===== src/rtl/hiscore_ram_arbiter.sv =====
// Arbitrates the game work-RAM port between the CPU and the hiscore engine: pauses the CPU,
// waits for its ack plus SETTLE cycles, then serves single engine accesses until release.
module hiscore_ram_arbiter #(
    parameter int ADDR_W  = 16,
    parameter int DATA_W  = 8,
    parameter int SETTLE  = 4,
    parameter int RD_LAT  = 1,
    parameter int TIMEOUT = 4095
) (
    input  logic              clk_sys,
    input  logic              reset_n,
    input  logic              hs_req,
    input  logic              hs_strobe,
    input  logic              hs_we,
    input  logic [ADDR_W-1:0] hs_addr,
    input  logic [DATA_W-1:0] hs_wdata,
    output logic              hs_grant,
    output logic              hs_ack,
    output logic [DATA_W-1:0] hs_rdata,
    output logic              hs_timeout,
    output logic              cpu_pause_req,
    input  logic              cpu_pause_ack,
    input  logic [ADDR_W-1:0] cpu_addr,
    input  logic              cpu_we,
    input  logic [DATA_W-1:0] cpu_wdata,
    output logic [ADDR_W-1:0] ram_addr,
    output logic              ram_we,
    output logic [DATA_W-1:0] ram_wdata,
    input  logic [DATA_W-1:0] ram_rdata
);

    // One counter serves the pause timeout, the settle delay and the read latency.
    localparam int CNT_W = $clog2(TIMEOUT + 256);

    typedef enum logic [2:0] {
        S_IDLE,
        S_PAUSE,
        S_SETTLE,
        S_GRANT,
        S_READ,
        S_RELEASE
    } state_t;

    state_t              r_state;
    state_t              w_next;
    logic [CNT_W-1:0]    r_cnt;
    logic                r_ack;
    logic [DATA_W-1:0]   r_rdata;
    logic [ADDR_W-1:0]   r_addr;
    logic                r_timeout;
    logic                r_req_d;

    logic                w_cnt_clr;
    logic                w_cnt_inc;
    logic                w_set_timeout;
    logic                w_wr_ack;
    logic                w_rd_start;
    logic                w_rd_done;

    // NOTE: sequential state uses non-blocking assignments so every register samples pre-edge values.
    always_ff @(posedge clk_sys or negedge reset_n) begin
        if (!reset_n) r_state <= S_IDLE;
        else          r_state <= w_next;
    end

    // NOTE: every output of this block gets a default first, so no path can infer a latch.
    always_comb begin
        w_next        = r_state;
        w_cnt_clr     = 1'b0;
        w_cnt_inc     = 1'b0;
        w_set_timeout = 1'b0;
        w_wr_ack      = 1'b0;
        w_rd_start    = 1'b0;
        w_rd_done     = 1'b0;
        hs_grant      = 1'b0;
        cpu_pause_req = 1'b0;
        ram_addr      = cpu_addr;
        ram_we        = cpu_we;
        ram_wdata     = cpu_wdata;

        unique case (r_state)
            S_IDLE: begin
                if (hs_req) begin
                    w_next    = S_PAUSE;
                    w_cnt_clr = 1'b1;
                end
            end
            S_PAUSE: begin
                cpu_pause_req = 1'b1;
                if (!hs_req) begin
                    w_next = S_RELEASE;
                end else if (cpu_pause_ack) begin
                    w_next    = S_SETTLE;
                    w_cnt_clr = 1'b1;
                end else if (r_cnt == CNT_W'(TIMEOUT - 1)) begin
                    w_next        = S_RELEASE;
                    w_set_timeout = 1'b1;
                end else begin
                    w_cnt_inc = 1'b1;
                end
            end
            S_SETTLE: begin
                cpu_pause_req = 1'b1;
                ram_we        = 1'b0;
                if (!hs_req) begin
                    w_next = S_RELEASE;
                end else if (r_cnt == CNT_W'(SETTLE - 1)) begin
                    w_next = S_GRANT;
                end else begin
                    w_cnt_inc = 1'b1;
                end
            end
            S_GRANT: begin
                cpu_pause_req = 1'b1;
                hs_grant      = 1'b1;
                ram_addr      = hs_addr;
                ram_wdata     = hs_wdata;
                ram_we        = hs_strobe & hs_we;
                if (hs_strobe && hs_we) begin
                    w_wr_ack = 1'b1;
                end else if (hs_strobe) begin
                    w_next     = S_READ;
                    w_rd_start = 1'b1;
                    w_cnt_clr  = 1'b1;
                end else if (!hs_req) begin
                    w_next = S_RELEASE;
                end
            end
            S_READ: begin
                cpu_pause_req = 1'b1;
                hs_grant      = 1'b1;
                ram_addr      = r_addr;
                ram_wdata     = hs_wdata;
                ram_we        = 1'b0;
                if (r_cnt == CNT_W'(RD_LAT - 1)) begin
                    w_next    = S_GRANT;
                    w_rd_done = 1'b1;
                end else begin
                    w_cnt_inc = 1'b1;
                end
            end
            S_RELEASE: begin
                ram_we = 1'b0;
                w_next = S_IDLE;
            end
            default: w_next = S_IDLE;
        endcase
    end

    always_ff @(posedge clk_sys or negedge reset_n) begin
        if (!reset_n) begin
            r_cnt     <= '0;
            r_ack     <= 1'b0;
            r_rdata   <= '0;
            r_addr    <= '0;
            r_timeout <= 1'b0;
            r_req_d   <= 1'b0;
        end else begin
            r_req_d <= hs_req;
            r_ack   <= w_wr_ack | w_rd_done;
            if (w_cnt_clr)                      r_cnt <= '0;
            else if (w_cnt_inc && r_cnt != '1)  r_cnt <= r_cnt + 1'b1;
            if (w_rd_start) r_addr  <= hs_addr;
            if (w_rd_done)  r_rdata <= ram_rdata;
            // Only a fresh request clears the flag, so it survives a held hs_req retrying.
            if (hs_req && !r_req_d) r_timeout <= 1'b0;
            else if (w_set_timeout) r_timeout <= 1'b1;
        end
    end

    assign hs_ack     = r_ack;
    assign hs_rdata   = r_rdata;
    assign hs_timeout = r_timeout;

endmodule


===== config.mk =====
export PLATFORM = sky130hd
export DESIGN_NAME = hiscore_ram_arbiter
export DESIGN_NICKNAME = d
export VERILOG_FILES = /design/src/rtl/hiscore_ram_arbiter.sv
export SDC_FILE = /design/constraint.sdc
export NUM_CORES = 1
export LEC_CHECK = 0
export ABC_CLOCK_PERIOD_IN_PS = 4210
export BUFFER_PORTS_ARGS = -buffer_cell sky130_fd_sc_hd__buf_2
export CAP_MARGIN = 20
export CORE_ASPECT_RATIO = 0.75
export CORE_MARGIN = 2
export CORE_UTILIZATION = 50
export DETAILED_ROUTE_END_ITERATION = 8
export PLACE_DENSITY = 0.82
export SYNTH_ARGS = -nofsm -noshare
export SYNTH_HDL_FRONTEND = slang
export SYNTH_SLANG_ARGS = --single-unit

===== constraint.sdc =====
create_clock -name clk_sys -period 4.21 [get_ports clk_sys]
set_input_delay 0.421 -clock clk_sys [delete_from_list [all_inputs] [get_ports clk_sys]]
set_output_delay 0.421 -clock clk_sys [all_outputs]
set_load 0.005 [all_outputs]

* Yosys cells after proc, flatten, opt, wreduce, memory -nomap -nowiden
Cells that the tools add are included.
** Operators by class
- Add/subtract/negate cells :: 1
- Order comparisons :: 0
- Bitwise operators :: 2
- Mux-type cells :: 42
- Equality and inequality tests :: 14
- Reductions and logical operators :: 12
- Multiply operators :: 0
- Shift-type cells :: 0
- Divide/modulo/power cells :: 0
** Operators by type and width (count)
- case mux 16 bit (2 select lines) :: 1
- two-way mux 3 bit :: 10
- two-way mux 13 bit :: 2
- two-way mux 1 bit :: 24
- case mux 3 bit (5 select lines) :: 1
- adder 13 x 1 -> 13 bit, second input constant :: 1
- equality test 13 x 12 -> 1 bit, second input constant :: 1
- equality test 13 x 2 -> 1 bit, second input constant :: 1
- logical NOT 13 bit :: 1
- inequality test 13 bit, second input constant :: 1
- two-way mux 8 bit :: 1
- equality test 3 x 2 -> 1 bit, second input constant :: 2
- equality test 3 bit, second input constant :: 2
- inequality test 2 bit, second input constant :: 3
- inequality test 3 bit, second input constant :: 2
- case mux 1 bit (3 select lines) :: 2
- AND reduction 6 bit :: 1
- inequality test 4 bit, second input constant :: 1
- nonzero test 2 bit :: 2
- OR reduction 4 bit :: 1
- equality test 3 x 1 -> 1 bit, second input constant :: 1
- logical AND 1 bit :: 3
- logical NOT 3 bit :: 1
- OR reduction 3 bit :: 1
- 5 further kinds :: 5
** Storage, ports and cells
- Bits in read-only memories :: 0
- RAM bits :: 0
- Memories kept :: 0
- Register bits after elaboration :: 43
- Output and inout port bits :: 37
- Bits in latches :: 0
- Logic and storage cells :: 78
- Bits of input ports :: 63

* Depth between registers and ports, before layout
- Word-level depth :: 8
- Gate-level depth with buffers :: 10
- Mapped depth without buffers :: 8

* Worst setup path after synthesis
OpenSTA, ideal clock, no wires.
- Kind :: register -> output
- Start :: register r_state[2]
- End :: output port ram_wdata[5]
- Setup slack :: 1.956 ns
- Data required time :: 3.789 ns
- Cell stages (with the launch flop) :: 7
- Arrival :: 1.833 ns
- Path buffers :: 3
- Cells stage by stage :: dfrtp_1 clkbuf_1 and2_1 clkbuf_1 nor2_1 buf_2 mux2_2
** On the way
- Longest elaborated chain between the ends :: 3
- Elaborated cells between the ends (all ways) :: 4
- Those cells by class :: eq/ne (2); mux (1); reduce/logical (1)
** RTL lines
- start: declaration :: RTL line 44 : state_t r_state;
- start signal: assignment :: RTL line 63 : else r_state <= w_next;
- equality test 3 bit or equality test 3 x 2 -> 1 bit (tied branches) :: RTL line 81 : unique case (r_state)
- OR reduction 2 bit (no line) *
- two-way mux 8 bit * :: RTL line 81
- end: declaration :: RTL line 28 : output logic [DATA_W-1:0] ram_wdata,
Every way passes the cells marked *; elsewhere a longest branch is shown, timed or not.

* Worst setup path after layout
- Start :: register r_state[1]
- End :: output port ram_wdata[1]
Same word-level chain as after synthesis.

==> impl_metrics.env <==
export IMPL_outcome="finished clean"
export IMPL_cp_arrival_ns=2.47
export IMPL_core_area_sq_mm=0.00490
export IMPL_ys_ff_latch=43
export IMPL_slew_headroom=0.367
export IMPL_dp_hpwl_microns=4440
export IMPL_required_ns=3.79
export IMPL_cpLargestDelayFamily="simple AND/OR/NAND/NOR gates"
export IMPL_post_cts_buffers=0
export IMPL_total_power_mw=1.74
export IMPL_worst_path_most_repeated_cell="nor2_1"
export IMPL_multi_input_comb_area_sq_mm=0.00139
export IMPL_wl_microns=5890
export IMPL_internal_power_mw=1.08
export IMPL_drv_cap=0
export IMPL_fin_crit_ns=2.89
export IMPL_critPathKind="reg2out"
export IMPL_holdWs_ns=0.260
export IMPL_grt_pass1_wl_microns=9870
export IMPL_syn_inst=256
export IMPL_rsz0062_at_grt="no"
export IMPL_p_sw_mw=0.651
export IMPL_synth_seq_area_share=0.421
export IMPL_dr_total_vias=2278
export IMPL_synthFlopType="dfrtp_1"
export IMPL_ant_nets=0
export IMPL_p_seq_frac=0.391
export IMPL_clock_fmax_mhz=346
export IMPL_worstMarginPinSlew_ns=0.949
export IMPL_worstHoldPathType="in2async"
export IMPL_drtIter0Drc=120
export IMPL_start_util=0.522
export IMPL_critPathSlowestCell="and2_1"
export IMPL_row_count=22
export IMPL_final_nets=416
export IMPL_swShare=0.375
export IMPL_synth_top_area_share=0.421
export IMPL_die_w_microns=86.6
export IMPL_grt_max_degree=44
export IMPL_path_cells="nor2_1 -> and2_1 -> nor2_1 -> buf_4 -> mux2_2 -> buf_2"
export IMPL_synth_area_sq_mm=0.00256
export IMPL_cts_resized=0
export IMPL_dieArea_sq_mm=0.00571
export IMPL_comb_power_share=0.464
export IMPL_synth_cell_types=46
export IMPL_syn_nets=322
export IMPL_dr_pass1_iters=5
export IMPL_yosys_warnings=0
export IMPL_viasPerCell=5.56
export IMPL_leakage_nw=1.57
export IMPL_synthTopCellsByArea="dfrtp_1 (42%), mux2_2 (14%), nand2_1 (7.2%), a22oi_1 (4.7%), o31ai_1 (2.3%)"
export IMPL_drv_slew=0
export IMPL_vdd_ir_drop_max_mv=0.310
export IMPL_path_clk_slew_ns=0.08
export IMPL_cts_max_level=2
export IMPL_antennaDiodeCount=0
export IMPL_cts_path_max_buffers=2
export IMPL_seq_area_sq_mm=0.00108
export IMPL_overflow=0
export IMPL_hold_violations=0
export IMPL_hold_buffers=0
export IMPL_critPathLaunchType="register"
export IMPL_slowest_delay_ns=0.62
export IMPL_synth_avg_cell_area_sq_um=9.99
export IMPL_async_reset_ff_frac=1.00
export IMPL_ioPinCount=100
export IMPL_path_max_fanout=25
export IMPL_drc=0
export IMPL_die_h_microns=66.0
export IMPL_final_setup_viol_count=0
export IMPL_area_growth_pct=23.6
export IMPL_n_fill_cell=414
export IMPL_pwr_density_cell_mw_per_mm2=549
export IMPL_min_period_over_period=0.686
export IMPL_cts_sinks=43
export IMPL_root_buffer="clkbuf_8"
export IMPL_avgRoutedWirePerCell_microns=14.4
export IMPL_numCtsBuffers=5
export IMPL_cp_end_kind="output port"
export IMPL_clock_skew_ns=0.00570
export IMPL_insertion_delay_ns=0.29
export IMPL_grt_pass1_vias=2190
export IMPL_synth_edf_count=0
export IMPL_yosys_area_top_type="dfrtp_1"
export IMPL_gp_congestion=0.787
export IMPL_drive_gt1_frac=0.429
export IMPL_path_buf_inv=2
export IMPL_finalSetupTns_ns=0
export IMPL_port_buffers=99
export IMPL_track_usage=0.220
export IMPL_cts_tree="done"
export IMPL_antenna_found_initial=0
export IMPL_p_clk_frac=0.145
through the flow:
stage	instance area, sq um	utilization	instances	setup WS [ns]
2_1_floorplan	2560	-	256	1.96
3_3_place_gp	3080	0.628	403	1.74
3_5_place_dp	3080	0.628	403	1.66
4_1_cts	3160	0.645	410	1.32
5_1_grt	3160	0.645	410	1.13
6_report	3160	0.645	410	1.32
placed cells by master, fill, tap and decap left out, drive strengths merged:
master	netlist	routed
a21o	3	3
a21oi	11	11
a22o	1	1
a22oi	16	16
a2bb2oi	1	1
a31oi	4	4
a32oi	1	1
and2	3	3
and3	4	4
and3b	2	2
and4	2	2
buf	8	101
clkbuf	6	5
clkinv	0	2
dfrtp	43	43
ha	3	3
inv	7	7
mux2	32	32
mux2i	5	5
nand2	49	49
nand2b	2	2
nand3	6	6
nand3b	1	1
nand4	4	4
nor2	8	8
nor2b	1	1
nor3	7	7
nor3b	1	1
nor4	1	1
o211ai	2	2
o21a	1	1
o21ai	1	1
o21bai	1	1
o22a	1	1
o31ai	9	9
or3	3	3
or4	5	5
xnor2	1	1
synth_stat cells, types with 5 or more instances:
cell and instances:
a21oi_1 10, a22oi_1 16, buf_2 7, clkbuf_1 6, dfrtp_1 43, inv_1 7
mux2_2 32, mux2i_1 5, nand2_1 49, nand3_1 6, nor2_1 8, o31ai_1 8
kinds of logic after synthesis:
| family | Yosys count | synth area share |
|---|---|---|
| and+or+nand+nor | 99 | 0.206 |
| AOI/OAI and AO/OA | 52 | 0.159 |
| DFF | 43 | 0.421 |
| muxes | 37 | 0.160 |
| buffers and inverters | 21 | 0.0357 |
| adders and majority gates | 3 | 0.0147 |
| xor gates and xnor gates | 1 | 0.00342 |
worst paths after layout:
check | start | endpoint | slack, ns | cells after the start
max reg2reg | r_state[1] | hs_rdata[4] | 1.67 | 4
min reg2reg | r_req_d | hs_timeout | 0.48 | 1
min in group clk_sys | hs_req | r_req_d | 0.31 | 1
max | r_state[1] | ram_wdata[1] | 1.32 | 6
max in group asynchronous | reset_n | r_addr[2] | 3.35 | 1
min | reset_n | r_req_d | 0.26 | 1
registers in the layout, indices dropped and copies added (netlist names):
register and flops:
r_addr 16, r_req_d 1, hs_ack 1, hs_timeout 1, r_cnt 13, r_state 3, hs_rdata 8
worst register-to-register path, delay by kind of cell, from the launching register on:
family           cells  cell delay [ns]
AND/OR/NAND/NOR      3             1.47
flip-flops           1             0.51
multiplexers         1             0.44
power by group through the flow:
| stage | Sequential, mW | Combinational (mW) | Clock [mW] |
|---|---|---|---|
| after detailed placement | 0.680 | 0.810 | 0 |
| final | 0.678 | 0.805 | 0.252 |
| after floorplan | 0.632 | 0.574 | 0 |
| after global routing | 0.701 | 0.896 | 0.282 |
| after CTS | 0.676 | 0.814 | 0.260 |
| after global placement | 0.674 | 0.787 | 0 |
layer usage:
layer | global-route usage | routed length [microns] | vias to the layer above
met3 | 0.0487 | 314 | 8
met1 | 0.287 | 2670 | 1090
met2 | 0.367 | 2840 | 61
li1 | - | - | 1119
met5 | 0 | 0 | -
met4 | 0.0664 | 63 | 0
area by class of cell:
type	instances	area share
multi-input combinational	192	0.440
timing repair buffer	101	0.161
clock buffer	5	0.0218
sequential	43	0.340
inverter	7	0.00831
clock inverter	2	0.00435
tap	60	0.0237
Power figures use the tool's default switching activity.
